### src/rtl/fetch_stage_pkg.sv
// Shared definitions for the instruction-fetch stage: FSM encoding and constants.
package fetch_stage_pkg;

    // Fetch sequencer states.
    typedef enum logic [1:0] {
        StIdle = 2'd0,
        StReq  = 2'd1,
        StWait = 2'd2,
        StHold = 2'd3
    } fetch_state_e;

    localparam logic [31:0] RESET_PC_DEFAULT = 32'h0000_0000;
    // Driven on instra whenever no instruction is being presented.
    localparam logic [31:0] INSTR_ZERO       = 32'h0000_0000;
    localparam logic [31:0] PC_STEP          = 32'd4;

endpackage

### src/rtl/fetch_hold_buf.sv
// Holds one fetched instruction and its pc+4 while the decode side is stalled.
module fetch_hold_buf
    import fetch_stage_pkg::*;
(
    input  logic        clk,
    input  logic        rst_n,
    input  logic        load,
    input  logic        clear,
    input  logic [31:0] instr_in,
    input  logic [31:0] pc_plus4_in,
    output logic [31:0] instr,
    output logic [31:0] pc_plus4
);

    logic [31:0] instr_q;
    logic [31:0] pc_plus4_q;

    // Capture on load; clear wins so a consumed/discarded entry never lingers.
    always_ff @(posedge clk or negedge rst_n) begin
        if (!rst_n) begin
            instr_q    <= INSTR_ZERO;
            pc_plus4_q <= '0;
        end else if (clear) begin
            instr_q    <= INSTR_ZERO;
            pc_plus4_q <= '0;
        end else if (load) begin
            instr_q    <= instr_in;
            pc_plus4_q <= pc_plus4_in;
        end
    end

    assign instr    = instr_q;
    assign pc_plus4 = pc_plus4_q;

endmodule

### src/rtl/fetch_stage.sv
// Instruction-fetch stage: owns the PC, picks sequential or redirect next PC and runs a
// single-outstanding request/response handshake to instruction memory.
// Optional feature macro FETCH_MISALIGN_CHK_EN adds the fetch_misalign output and forces
// redirect targets to word alignment.
module fetch_stage
    import fetch_stage_pkg::*;
#(
    parameter logic [31:0] RESET_PC = RESET_PC_DEFAULT
) (
    input  logic        clk,
    input  logic        rst_n,
    input  logic        stall_f,
    input  logic        pc_src_e,
    input  logic [31:0] pc_target_e,
    output logic        imem_req,
    output logic [31:0] imem_addr,
    input  logic        imem_ready,
    input  logic        imem_rvalid,
    input  logic [31:0] imem_rdata,
    output logic [31:0] instra,
    output logic [31:0] pc_plus4,
    output logic        instr_valid,
    output logic        fetch_stall
`ifdef FETCH_MISALIGN_CHK_EN
    ,
    output logic        fetch_misalign
`endif
);

    fetch_state_e state_q, state_d;
    logic [31:0]  pc_q, pc_d;
    logic         drop_q, drop_d;

    logic [31:0]  pc_seq;
    logic [31:0]  redirect_pc;
    logic         hold_load, hold_clear;
    logic [31:0]  hold_instr, hold_pc_plus4;
    logic         present_valid;
    logic [31:0]  present_instr, present_pc4;

    assign pc_seq = pc_q + PC_STEP;

`ifdef FETCH_MISALIGN_CHK_EN
    assign redirect_pc = {pc_target_e[31:2], 2'b00};

    logic misalign_q;

    // Flag a redirect whose target was not word aligned, one cycle after the redirect.
    always_ff @(posedge clk or negedge rst_n) begin
        if (!rst_n) begin
            misalign_q <= 1'b0;
        end else begin
            misalign_q <= pc_src_e & (|pc_target_e[1:0]);
        end
    end

    assign fetch_misalign = misalign_q;
`else
    assign redirect_pc = pc_target_e;
`endif

    // State, PC and stale-response flag registers.
    always_ff @(posedge clk or negedge rst_n) begin
        if (!rst_n) begin
            state_q <= StIdle;
            pc_q    <= RESET_PC;
            drop_q  <= 1'b0;
        end else begin
            state_q <= state_d;
            pc_q    <= pc_d;
            drop_q  <= drop_d;
        end
    end

    // Next-state, PC select and the instruction being presented this cycle.
    always_comb begin
        state_d       = state_q;
        pc_d          = pc_q;
        drop_d        = drop_q;
        hold_load     = 1'b0;
        hold_clear    = 1'b0;
        present_valid = 1'b0;
        present_instr = INSTR_ZERO;
        present_pc4   = '0;
        case (state_q)
            StIdle: begin
                state_d = StReq;
                if (pc_src_e) pc_d = redirect_pc;
            end
            StReq: begin
                if (imem_ready) state_d = StWait;
                if (pc_src_e) begin
                    pc_d = redirect_pc;
                    // The request just accepted is for the old PC.
                    if (imem_ready) drop_d = 1'b1;
                end
            end
            StWait: begin
                if (imem_rvalid) begin
                    state_d = StReq;
                    if (drop_q) begin
                        drop_d = 1'b0;
                    end else begin
                        present_valid = 1'b1;
                        present_instr = imem_rdata;
                        present_pc4   = pc_seq;
                        if (!pc_src_e && stall_f) begin
                            hold_load = 1'b1;
                            state_d   = StHold;
                        end
                    end
                    if (pc_src_e) begin
                        pc_d = redirect_pc;
                    end else if (!drop_q && !stall_f) begin
                        pc_d = pc_seq;
                    end
                end else if (pc_src_e) begin
                    // Response still in flight: remember to discard it.
                    pc_d   = redirect_pc;
                    drop_d = 1'b1;
                end
            end
            StHold: begin
                present_valid = 1'b1;
                present_instr = hold_instr;
                present_pc4   = hold_pc_plus4;
                if (pc_src_e) begin
                    pc_d       = redirect_pc;
                    state_d    = StReq;
                    hold_clear = 1'b1;
                end else if (!stall_f) begin
                    pc_d       = pc_seq;
                    state_d    = StReq;
                    hold_clear = 1'b1;
                end
            end
            default: state_d = StIdle;
        endcase
    end

    fetch_hold_buf u_hold_buf (
        .clk         (clk),
        .rst_n       (rst_n),
        .load        (hold_load),
        .clear       (hold_clear),
        .instr_in    (imem_rdata),
        .pc_plus4_in (pc_seq),
        .instr       (hold_instr),
        .pc_plus4    (hold_pc_plus4)
    );

    // Redirect squashes whatever is being presented.
    assign instr_valid = present_valid & ~pc_src_e;
    assign instra      = instr_valid ? present_instr : INSTR_ZERO;
    assign pc_plus4    = instr_valid ? present_pc4 : 32'h0;
    assign fetch_stall = ~instr_valid;

    // Request side decodes registered state only.
    assign imem_req  = (state_q == StReq);
    assign imem_addr = pc_q;

endmodule

### config.mk
export PLATFORM = sky130hd
export DESIGN_NAME = fetch_stage
export DESIGN_NICKNAME = d
export VERILOG_FILES = /design/src/rtl/fetch_stage_pkg.sv /design/src/rtl/fetch_hold_buf.sv /design/src/rtl/fetch_stage.sv
export SDC_FILE = /design/constraint.sdc
export NUM_CORES = 1
export LEC_CHECK = 0
export BUFFER_PORTS_ARGS = -buffer_cell sky130_fd_sc_hd__buf_2
export CAP_MARGIN = 10
export CORE_MARGIN = 4
export CORE_UTILIZATION = 45
export CTS_BUF_LIST = sky130_fd_sc_hd__clkbuf_16
export CTS_CLUSTER_DIAMETER = 200
export CTS_CLUSTER_SIZE = 20
export DETAILED_ROUTE_END_ITERATION = 12
export PLACE_DENSITY = 0.7
export SKIP_LAST_GASP = 1
export SYNTH_ARGS = -nofsm -noshare
export SYNTH_HDL_FRONTEND = slang
export SYNTH_HIERARCHICAL = 1
export SYNTH_SLANG_ARGS = --single-unit
### constraint.sdc
create_clock -name clk -period 2.9 [get_ports clk]
set_clock_uncertainty 0.15 [all_clocks]
set_input_delay 0.435 -clock clk [delete_from_list [all_inputs] [get_ports clk]]
set_output_delay 0.435 -clock clk [all_outputs]
set_load 0.02 [all_outputs]
Word-level counts from Yosys, hierarchy flattened
Cells that the tools add are included.

Add/sub/neg operators: 1. Multiplexer cells: 41. Equality and inequality tests: 9. Reductions and logical operators: 12. Bitwise gates (word level): 3.

Operators by type and width (count): 2-to-1 mux 32 bit (16); case mux 32 bit (2 select lines) (2); case mux 32 bit (3 select lines) (1); adder 32 x 3 -> 32 bit, second input constant (1); 2-to-1 mux 1 bit (13); 2-to-1 mux 2 bit (6); case mux 2 bit (4 select lines) (1); != test 3 bit, second input constant (2); == test 2 bit, second input constant (2); != test 2 bit, second input constant (2); != test 4 bit, second input constant (1); case mux 1 bit (2 select lines) (2); AND reduction 4 bit (1); nonzero test 2 bit (2); logical NOT 1 bit (3); AND reduction 3 bit (1); == test 2 x 1 -> 1 bit, second input constant (1); logical AND 1 bit (2); logical NOT 2 bit (1); != test 2 x 1 -> 1 bit, second input constant (1); inverter 1 bit (2); AND reduction 2 bit (1); OR reduction 2 bit (1); AND 1 bit (1).

Flip-flop bits (word level): 99. Output and inout bits: 99. Input port bits: 70. Logic and storage cells: 71.

Longest topological paths before layout
Gate-level depths: netlist (run 1).

Depth in word-level cells: 8. Gate-level depth with buffers: 9. Gate-level depth less buffers: 7.

By module
Netlist (run 1), hierarchy kept.

Modules (own cells, without submodules): fetch_stage (cells an instance 454, area an instance 3494.6 um^2, instances 1, seq. area each 875.8 um^2); fetch_hold_buf (cells an instance 206, area an instance 2611.3 um^2, instances 1, seq. area each 1601.5 um^2).

Worst setup path after synthesis (run 1)
No wires, ideal clock.

Kind: reg-to-output. Start: reg pc_q[4], in the netlist imem_addr[4]. End: out pc_plus4[21]. Path slack: 0.211 ns. Data required time: 2.315 ns. Path buffers: 2. Stages on the path, launching flop included: 8. Arrival time: 2.104 ns. Cells stage by stage: dfrtp_1 -> clkbuf_2 -> nand4_4 -> or3_1 -> buf_6 -> or3_4 -> xnor2_2 -> a22o_1.

Word-level cells in the longest chain between the ends: 5.

Ends and longest elaborated chain: from (decl) (line fetch_stage.sv:31) `logic [31:0] pc_q, pc_d;`; from (signal assigned) (line fetch_stage.sv:70) `pc_q <= pc_d;`; adder 32 x 3 -> 32 bit (line fetch_stage.sv:41) `assign pc_seq = pc_q + PC_STEP;`; named net pc_seq[21] (line fetch_stage.sv:34) `logic [31:0] pc_seq;`; 2-to-1 mux 32 bit (line fetch_stage.sv:101) `if (drop_q) begin`; 2-to-1 mux 32 bit (line fetch_stage.sv:99) `if (imem_rvalid) begin`; case mux 32 bit (2 select lines) (line fetch_stage.sv:85) `case (state_q)`; 2-to-1 mux 32 bit (line fetch_stage.sv:155) `assign pc_plus4 = instr_valid ? present_pc4 : 32'h0;`; to (decl) (line fetch_stage.sv:21) `output logic [31:0] pc_plus4,`.

The timed path passes the listed nets, and every way through them passes these cells.

Final worst setup path (run 1)
Start: reg pc_q[14], in the netlist imem_addr[14]. End: out pc_plus4[31].

The elaborated chain is that of the path after synthesis.

==> results of run 1 <==
[cells in the final DEF (no fill, tap or decap), drive strengths merged, types with 2 or more instances in the layout]
cell type / n
a21o: 6
a21oi: 13
a22o: 22
a22oi: 48
a2bb2oi: 2
a311oi: 4
a31o: 4
a31oi: 2
a41oi: 4
and2: 2
and3: 8
and4: 4
buf: 234
bufinv: 3
clkbuf: 9
clkinv: 4
dfrtp: 99
ha: 5
inv: 12
mux2: 4
mux2i: 66
nand2: 47
nand3: 13
nand4: 10
nor2: 127
nor2b: 2
nor3: 13
nor4: 9
o21a: 2
o21ai: 26
o221ai: 2
o31a: 2
o31ai: 3
or3: 4
xnor2: 15
xor2: 13
[worst min-delay path, stage by stage]
cell     delay [ns]
buf_2          0.08
nand2_1        0.04
o21ai_0        0.05
[layer usage]
layer	up-vias	part of all wire [%]	GRT usage, %
li1	2754	-	-
met1	2865	41	29.8
met2	252	48	39.0
met3	43	7.7	6.65
met4	4	2.9	7.41
met5	-	0.12	0
[flip-flops by register name, summed over array words and instances, names as in the netlist]
register and count:
drop_q 1, imem_addr 32, state_q 2, u_hold_buf/instr 32, u_hold_buf/pc_plus4 32
[worst paths after layout]
path,from,endpoint,slack [ns],cells past startpoint
min in group asynchronous,rst_n,u_hold_buf/pc_plus4[17],0.50,2
max in group asynchronous,rst_n,imem_addr[3],1.37,3
setup / recovery,imem_addr[14],pc_plus4[31],-0.09,6
setup reg to reg,state_q[0],imem_addr[12],0.58,8
hold reg to reg,u_hold_buf/pc_plus4[29],u_hold_buf/pc_plus4[29],0.37,2
hold / removal,pc_target_e[8],imem_addr[8],0.14,3
[through the flow]
stage | instance area [µm²] | instances | hold slack [ns] | TNS, ns
final | 8000 | 1034 | 0.138 | -0.153
after global routing | 8000 | 1034 | 0.142 | -0.645
after CTS | 7630 | 1011 | 0.130 | -0.0376
after detailed placement | 7170 | 984 | 0.345 | 0
after global placement | 7170 | 984 | 0.336 | 0
after floorplan | 6110 | 660 | -0.0106 | 0
[what timing repair did]
item	4_1_cts	5_1_grt
resized for setup	13	35
endpoints found under the hold margin	45	0
hold buffers	1	0
gates cloned	0	1
setup endpoints to repair	60	60
buffers inserted	10	22
pin swaps	6	18
[cells by family (layout without fill, tap and decap cells)]
logic type / Yosys count / after routing / share of synthesized area [%]
and+or+nand+nor: 245 / 245 / 19.5
AOI/OAI and AO/OA: 147 / 147 / 17.4
DFF: 99 / 99 / 40.6
muxes: 70 / 70 / 11.6
buffers and inverters: 66 / 264 / 5.68
xor gates and xnor gates: 28 / 28 / 4.26
adders and majority gates: 5 / 5 / 1.02
[report_power, final]
| part | internal [mW] | total [mW] | switching, mW |
|---|---|---|---|
| combinational | 0.488 | 1.29 | 0.804 |
| clock | 0.833 | 1.35 | 0.518 |
| sequential | 1.53 | 1.69 | 0.153 |
| total | 2.85 | 4.33 | 1.48 |
[Yosys cell counts, types with 3 or more instances]
master,count
xor2_1,12
a21oi_1,13
a31o_2,4
a311oi_1,4
o21ai_0,25
a22o_1,22
mux2i_1,66
buf_2,5
ha_1,5
buf_1,6
nor2_1,127
xnor2_1,14
nand2_1,47
mux2_2,4
nor3_1,11
o31ai_1,3
a22oi_1,48
and4_1,4
nand3_1,12
a41oi_1,4
dfrtp_1,99
buf_8,6
clkbuf_1,31
nand4_1,9
a21o_1,6
inv_1,12
and3_1,7
nor4_1,6
[final cells by class]
cell class,count,area (µm²),share of cell area (%)
Sequential cell,99,2490,31.1
Inverter,12,45.0,0.563
Clock buffer,9,225,2.82
Multi-Input combinational cell,495,3490,43.6
Timing Repair Buffer,236,1420,17.8
Clock inverter,7,106,1.33
Tap cell,176,220,2.75
==> impl_metrics.csv, run 1 <==
group,metric,value,unit
floorplanning,die_width,124,µm
placement,detailedPlace.worstSlack,0.158,ns
global_route,antenna_found_initial,2,
detailed_routing,num_vias,5918,
detailed_routing,first_iter_violations,450,
finish,layout_area_overhead,31.0,%
sta,tightest_slew,0.641,ns
power,power,4.33,mW
global_route,gr-usage-all-layers,23.5,%
logic_synthesis,synth_seq_cells,99,
global_route,number_of_global_route_vias_before_repair,5866,
critical_path,worst_setup_path_end_kind,"primary output",
finish,antennaDiodeCount,0,
critical_path,cp_slowest_stage_delay,0.60,ns
global_route,overflow,0,
logic_synthesis,postSynth.topFlopCell,"dfrtp_1",
logic_synthesis,synth.cell_area,6110,µm²
sta,setup_viol,2,
critical_path,cp_cell_sequence,"nand3_2 > or4_4 > nor4_4 > xor2_2 > a22o_1 > buf_6",
sta,max_slew_margin,57.3,%
critical_path,crit_path_max_fanout,6,
floorplanning,num_io_pins,169,
logic_synthesis,asyncSetResetFlopFracSynth,100,%
logic_synthesis,synth_enable_flop_cells,0,
logic_synthesis,ys_top_cells_by_area,"dfrtp_1 (41%), mux2i_1 (11%), nor2_1 (7.8%)",
clocking,clkSlewWorstSetupHoldPaths,0.07,ns
sta,post-route-period-util,103,%
detailed_routing,viasPerCell,5.72,
detailed_routing,final_antenna_net_count,0,
detailed_routing,drt_pass1_iterations,5,
sta,hold_viol_final,0,
clocking,number_of_buffers_on_the_longest_clock_path,2,
finish,design.final.nets,928,
global_route,grt_first_pass_wirelength,30100,µm
critical_path,crit_path_kind,"reg2out",
sta,drv_slew,0,
floorplanning,die_area,15500,µm²
logic_synthesis,ys_warn_count,6,
logic_synthesis,synthDominantCellAreaShare,40.6,%
floorplanning,rows,42,
sta,timing.final.ws_setup,-0.0915,ns
global_route,grt_max_degree,55,
logic_synthesis,synth.largest_area_cell,"dfrtp_1",
clocking,tritoncts,"yes",
clocking,clk_latency,0.35,ns
detailed_routing,wirelength,19000,µm
logic_synthesis,yosysSeqAreaShare,40.6,%
finish,fraction_of_layout_cells_with_a_size_suffix_above_1,35.8,%
critical_path,cp_data_required_time,2.32,ns
power,p_leak,3.82,nW
finish,final_core_utilization,60.4,%
finish,num-fill-cells,1182,
critical_path,cp_data_arrival_time,2.41,ns
floorplanning,initial_core_util,46.1,%
run,max_cap_violations,0,
logic_synthesis,synth.lib_cells_used.distinct,63,
sta,maximum_clock_rate,0.334,GHz
clocking,cts.sink_count,99,
clocking,clock_buffer_count_from_cts,9,
status,failed_checks,"setup timing",
placement,last_weighted_congestion_value_of_the_routability_driven_placer,1.03,
detailed_routing,detail_route.drc_violations,0,
status,run_status,"complete, but fails checks",
logic_synthesis,synthesis.nets,735,
logic_synthesis,syn_inst,660,
critical_path,cp.buffers_inverters,1,
floorplanning,core_region_area,13200,µm²
floorplanning,die_height,124,µm
worst_hold_path,hold_class,"in2reg",
power,peakVddDrop,0.000335,V
power,pwr_density_cell,541,nW/µm²
placement,dpl.hpwl,13100,µm
sta,final.min_clock_period,2.99,ns
critical_path,timing.critical_path.from_type,"flop",
clocking,root_cell_of_the_clock_tree,"clkbuf_16",
critical_path,crit_slowest_cell,"or4_4",
clocking,htree_num_levels,3,
detailed_routing,wire_per_inst,18.3,µm
sta,setup_repair_after_global_routing_missed_its_margin,"yes",
placement,numPortBuffers,168,
logic_synthesis,syn-mean-instance-area,9.25,µm²
critical_path,critical_path.top_delay_family,"simple AND/OR/NAND/NOR gates",
Note: power is estimated with default switching activity, not from simulation.
==> inputs of run 2 (changes only) <==
Settings changed: BUFFER_PORTS_ARGS -buffer_cell sky130_fd_sc_hd__buf_2 to default, CELL_PAD_IN_SITES_DETAIL_PLACEMENT from default to 1, CELL_PAD_IN_SITES_GLOBAL_PLACEMENT from default to 1, DONT_BUFFER_PORTS from default to 1, PLACE_DENSITY 0.7 to default, PLACE_DENSITY_LB_ADDON from default to 0.1.
==> run 2 against run 1 <==
Net effect: largest cell class unchanged; core utilization fell by 6.0 points; sequential power barely moved; maximum frequency up 4.7%; highest routed layer is now met4; the flow finishes with violations (hold timing); global-route usage grew 1.6 points.
==> impl_metrics.csv, run 2 (synthesized netlist as in run 1, its figures left out) <==
group,metric,value,unit
worst_hold_path,hold_class,"in2async",
finish,ff_latch_area,2480,µm²
clocking,cts.sink_count,99,
clocking,number_of_buffers_on_the_longest_clock_path,2,
sta,post-route-period-util,98.5,%
detailed_routing,first_iter_violations,331,
floorplanning,rows,42,
critical_path,cp-startpoint,"imem_addr[17]",
clocking,tritoncts,"yes",
floorplanning,die_height,124,µm
global_route,grt.met2_usage,41.6,%
detailed_routing,num_vias,5340,
global_route,grt_max_degree,104,
critical_path,worst_setup_path_end_kind,"primary output",
sta,setup_viol,0,
global_route,global_route.usage.met1,31.7,%
power,peakVddDrop,0.000275,V
detailed_routing,wire_per_inst,21.7,µm
critical_path,cp.buffers_inverters,0,
finish,postLayoutCellArea,7200,µm²
placement,dpl.hpwl,13500,µm
finish,multiInputGateArea,3410,µm²
detailed_routing,drt_pass1_iterations,4,
sta,hold_viol_final,99,
global_route,number_of_global_route_vias_before_repair,5764,
placement,last_weighted_congestion_value_of_the_routability_driven_placer,0.843,
critical_path,timing.critical_path.from_type,"flop",
critical_path,reg2reg_to,"imem_addr[12]",
placement,numPortBuffers,0,
global_route,grt_busiest_layer,"met2",
sta,tightest_slew,0.532,ns
sta,drv_slew,0,
detailed_routing,detail_route.drc_violations,0,
global_route,overflow,0,
clocking,clock_buffer_count_from_cts,9,
status,run_status,"complete, but fails checks",
critical_path,regToRegSetupSlack,0.61,ns
floorplanning,initial_core_util,46.1,%
sta,setup_repair_after_global_routing_missed_its_margin,"yes",
critical_path,timing.reg2reg.worst_path_depth,7,
sta,max_slew_margin,64.6,%
floorplanning,num_io_pins,169,
critical_path,crit_path_max_fanout,3,
power,pwr_density_cell,551,nW/µm²
critical_path,cp_data_required_time,2.32,ns
status,failed_checks,"hold timing",
finish,final_core_utilization,54.4,%
critical_path,worstSetupEndpoint,"pc_plus4[26]",
detailed_routing,final_antenna_net_count,0,
finish,antennaDiodeCount,0,
finish,layout_common_cells,"nor2_1 (124), dfrtp_1 (99), buf_4 (94), mux2i_1 (66), a22oi_1 (48)",
finish,design.final.nets,790,
global_route,grt_first_pass_wirelength,31700,µm
critical_path,cp_data_arrival_time,2.27,ns
critical_path,crit_path_kind,"reg2out",
critical_path,cp_slowest_stage_delay,0.63,ns
power,p_leak,3.18,nW
placement,placed_cell_area,6750,µm²
clocking,root_cell_of_the_clock_tree,"clkbuf_16",
floorplanning,die_area,15500,µm²
critical_path,cp_cell_sequence,"nand4_1 > or4_4 > nor3_4 > xor2_1 > a22o_1",
critical_path,critical_path.top_delay_family,"simple AND/OR/NAND/NOR gates",
global_route,globalRouteMet3Util,6.73,%
floorplanning,core_region_area,13200,µm²
finish,layout_area_overhead,18.0,%
floorplanning,die_width,124,µm
detailed_routing,wirelength,19400,µm
clocking,htree_num_levels,3,
critical_path,critical_path_depth,5,
critical_path,reg2reg_from,"state_q[0]",
sta,maximum_clock_rate,0.350,GHz
finish,fraction_of_layout_cells_with_a_size_suffix_above_1,22.1,%
finish,num-fill-cells,1534,
clocking,clkSlewWorstSetupHoldPaths,0.07,ns
finish,layout.cells.most_common,"nor2_1",
clocking,clk_latency,0.36,ns
sta,timing.setup.tns,0,ns
run,max_cap_violations,0,
global_route,gr-usage-all-layers,25.1,%
sta,final.min_clock_period,2.86,ns
detailed_routing,viasPerCell,5.96,
global_route,antenna_found_initial,0,
sta,fin_worst_hold_slack,-0.380,ns
critical_path,crit_slowest_cell,"or4_4",
run 2: cell types whose count changed in the layout (fill, tap and decap cells not counted), moves of 4 or more:
cell     change
buf_2      -164
buf_4       +32
dfrtp_1      +9
dfrtp_2      -9
a22o_1       -4
run 2: what timing repair did:
item,CTS,global route
buffers inserted,1,7
setup endpoints to repair,21,22
resized for setup,9,13
hold endpoints to repair,99,99
pin swaps,4,10
run 2: final cells by class:
class / count / share of cell area, %
Clock buffer: 9 / 3.13
Clock inverter: 7 / 0.851
Timing Repair Buffer: 98 / 10.7
Sequential cell: 99 / 34.4
Multi-Input combinational cell: 495 / 47.3
Inverter: 12 / 0.625
Tap cell: 176 / 3.06
run 2: power by group:
| part | internal [mW] | switching, mW | total, mW |
|---|---|---|---|
| Sequential | 1.53 | 0.138 | 1.67 |
| Combinational | 0.387 | 0.716 | 1.10 |
| Clock | 0.659 | 0.541 | 1.20 |
| Total | 2.58 | 1.40 | 3.97 |
run 2: layer usage:
| metal | wire length (µm) | part of all wire, % |
|---|---|---|
| met1 | 8120 | 42 |
| met2 | 9720 | 50 |
| met3 | 1210 | 6.3 |
| met4 | 346 | 1.8 |
| met5 | 0 | 0 |
run 2: through the flow:
stage          worst slack (ns)  std cells  total power [mW]
2_1_floorplan             0.211        660              2.41
3_3_place_gp              0.350        872              2.71
5_1_grt                 -0.0674        896              4.20
6_report                 0.0438        896              3.97
3_5_place_dp              0.256        872              2.77
4_1_cts                 0.00793        889              3.99
run 2: worst min path at each step:
| stage | start | endpoint | slack [ns] | cells past startpoint |
|---|---|---|---|---|
| after floorplan | rst_n | drop_q | -0.01 | 0 |
| after global placement | rst_n | u_hold_buf/pc_plus4[15] | -0.008 | 0 |
| after detailed placement | rst_n | u_hold_buf/pc_plus4[15] | -0.008 | 0 |
| after CTS | rst_n | u_hold_buf/pc_plus4[27] | -0.39 | 0 |
| after global routing | rst_n | u_hold_buf/pc_plus4[27] | -0.40 | 0 |
| final | rst_n | u_hold_buf/pc_plus4[15] | -0.38 | 0 |
==> inputs of run 3 (changes only) <==
Settings changed: CORE_UTILIZATION 45 to 40.
Clock period 2.9 ns to 3.1 ns, I/O delays scaled along.
==> run 3 against run 2 <==
Net effect: the run now ends clean; design area is 5.2% lower; clock power fell by 12%; worst setup slack got worse by 0.0057 ns; largest power group unchanged; via count shrank 3.6%; first-iteration DRC count decreased by 6.6%; flip-flop and latch count unchanged; final cell count is 3.5% lower.
==> impl_metrics.csv, run 3 (synthesized netlist as in run 1, its figures left out) <==
group,metric,value,unit
clocking,cts.sink_count,99,
finish,design.final.nets,751,
global_route,grt_busiest_layer,"met2",
detailed_routing,final_antenna_net_count,0,
sta,drv_slew,0,
clocking,clkSlewWorstSetupHoldPaths,0.07,ns
global_route,gr-usage-all-layers,22.1,%
global_route,antenna_found_initial,0,
detailed_routing,detail_route.drc_violations,0,
placement,last_weighted_congestion_value_of_the_routability_driven_placer,0.823,
placement,numPortBuffers,0,
global_route,grt.met2_usage,36.8,%
sta,post-route-period-util,98.8,%
sta,max_slew_margin,54.4,%
sta,maximum_clock_rate,0.327,GHz
critical_path,cp_cell_sequence,"nand2_1 > or3_1 > nor4_2 > xor2_1 > a22o_1",
floorplanning,rows,44,
finish,layout_area_overhead,11.9,%
critical_path,crit_path_max_fanout,6,
critical_path,cp_slowest_stage_delay,0.56,ns
detailed_routing,num_vias,5149,
sta,timing.final.ws_setup,0.0381,ns
placement,dpl.hpwl,13600,µm
sta,fin_worst_hold_slack,0.0670,ns
global_route,overflow,0,
sta,hold_viol_final,0,
global_route,globalRouteMet3Util,7.53,%
critical_path,crit_slowest_cell,"or3_1",
critical_path,reg2reg_from,"state_q[0]",
status,run_status,"finished, final reports clean",
power,p_leak,2.91,nW
power,pwr_density_cell,533,nW/µm²
critical_path,timing.critical_path.from_type,"flop",
clocking,clk_latency,0.35,ns
worst_hold_path,timing.hold.worst_path_depth,1,
clocking,clock_buffer_count_from_cts,9,
critical_path,regToRegSetupSlack,0.65,ns
floorplanning,die_area,17300,µm²
sta,tightest_slew,0.684,ns
worst_hold_path,source_of_the_worst_hold_timing_path,"pc_src_e",
critical_path,crit_path_kind,"reg2out",
floorplanning,core_region_area,14800,µm²
finish,layout_common_cells,"nor2_1 (125), dfrtp_1 (99), mux2i_1 (66), buf_4 (55), a22oi_1 (48)",
global_route,global_route.usage.met1,28.0,%
clocking,number_of_buffers_on_the_longest_clock_path,2,
detailed_routing,first_iter_violations,309,
worst_hold_path,hold_class,"in2reg",
floorplanning,die_width,132,µm
detailed_routing,wirelength,19000,µm
global_route,number_of_global_route_vias_before_repair,5418,
critical_path,worst_setup_path_end_kind,"primary output",
critical_path,cp_data_required_time,2.48,ns
clocking,root_cell_of_the_clock_tree,"clkbuf_16",
placement,detailedPlace.worstSlack,0.421,ns
floorplanning,die_height,132,µm
floorplanning,num_io_pins,169,
finish,layout.cells.most_common,"nor2_1",
clocking,htree_num_levels,3,
detailed_routing,wire_per_inst,22.0,µm
worst_hold_path,sink_of_the_worst_hold_path,"imem_addr[29]",
sta,setup_repair_after_global_routing_missed_its_margin,"yes",
sta,setup_viol,0,
run,max_cap_violations,0,
finish,antennaDiodeCount,0,
global_route,grt_max_degree,104,
finish,fraction_of_layout_cells_with_a_size_suffix_above_1,15.4,%
critical_path,cp_data_arrival_time,2.45,ns
floorplanning,initial_core_util,41.4,%
power,peakVddDrop,0.000425,V
detailed_routing,drt_pass1_iterations,4,
global_route,grt_first_pass_wirelength,31000,µm
detailed_routing,viasPerCell,5.95,
critical_path,timing.reg2reg.worst_path_depth,8,
critical_path,reg2reg_to,"imem_addr[30]",
clocking,tritoncts,"yes",
sta,final.min_clock_period,3.06,ns
-- run 3: changes by cell type in the layout (fill, tap and decap cells not counted), moves of 3 or more --
cell / change
a22o_1: +3
buf_4: -39
xnor2_1: +3
xnor2_2: -3
-- run 3: routing by layer --
layer / wire length [µm] / up-vias
li1: - / 2397
met1: 8120 / 2605
met2: 9380 / 129
met3: 1310 / 18
met4: 231 / 0
met5: 0 / -
-- run 3: timing repair --
item,CTS,global route
setup buffers,0,1
setup endpoints to repair,0,24
gates resized for setup,0,3
hold buffers,2,0
hold endpoints to repair,99,0
-- run 3: critical path: cells and delay by family, from the launching register on --
family	cells	cell delay [ns]
flops	1	0.38
simple gates	3	1.20
xor+xnor	1	0.24
compound gates	1	0.28
-- run 3: layout make-up --
class                   instances  area, µm²
clock buffers                   9        225
clock inverters                 7       45.0
fillers                      1734       7920
inverters                      12       45.0
multi-input cells             495       3320
flip-flops and latches         99       2480
well taps                     184        230
repair buffers                 59        490
-- run 3: how the worst max path moves through the flow --
stage / from / endpoint / slack [ns]
after floorplan: imem_addr[4] / pc_plus4[21] / 0.38
after global placement: imem_addr[3] / pc_plus4[19] / 0.51
after detailed placement: imem_addr[2] / pc_plus4[19] / 0.42
after CTS: imem_addr[2] / pc_plus4[19] / 0.04
after global routing: imem_addr[3] / pc_plus4[19] / -0.08
final: imem_addr[2] / pc_plus4[19] / 0.04
-- run 3: metrics by stage --
stage               instance area [µm²]  cells  power (mW)  setup TNS [ns]  utilization (%)
CTS                                6810    864        3.69               0             46.2
floorplan                          6110    660        2.25               0                -
global route                       6830    865        3.86          -0.208             46.3
finish                             6830    865        3.64               0             46.3
global placement                   6510    846        2.55               0             44.1
detailed placement                 6510    846        2.59               0             44.1
-- run 3: where the power goes --
part | switching [mW] | internal (mW)
clock network | 0.514 | 0.540
logic | 0.679 | 0.349
registers | 0.130 | 1.43
total | 1.32 | 2.32
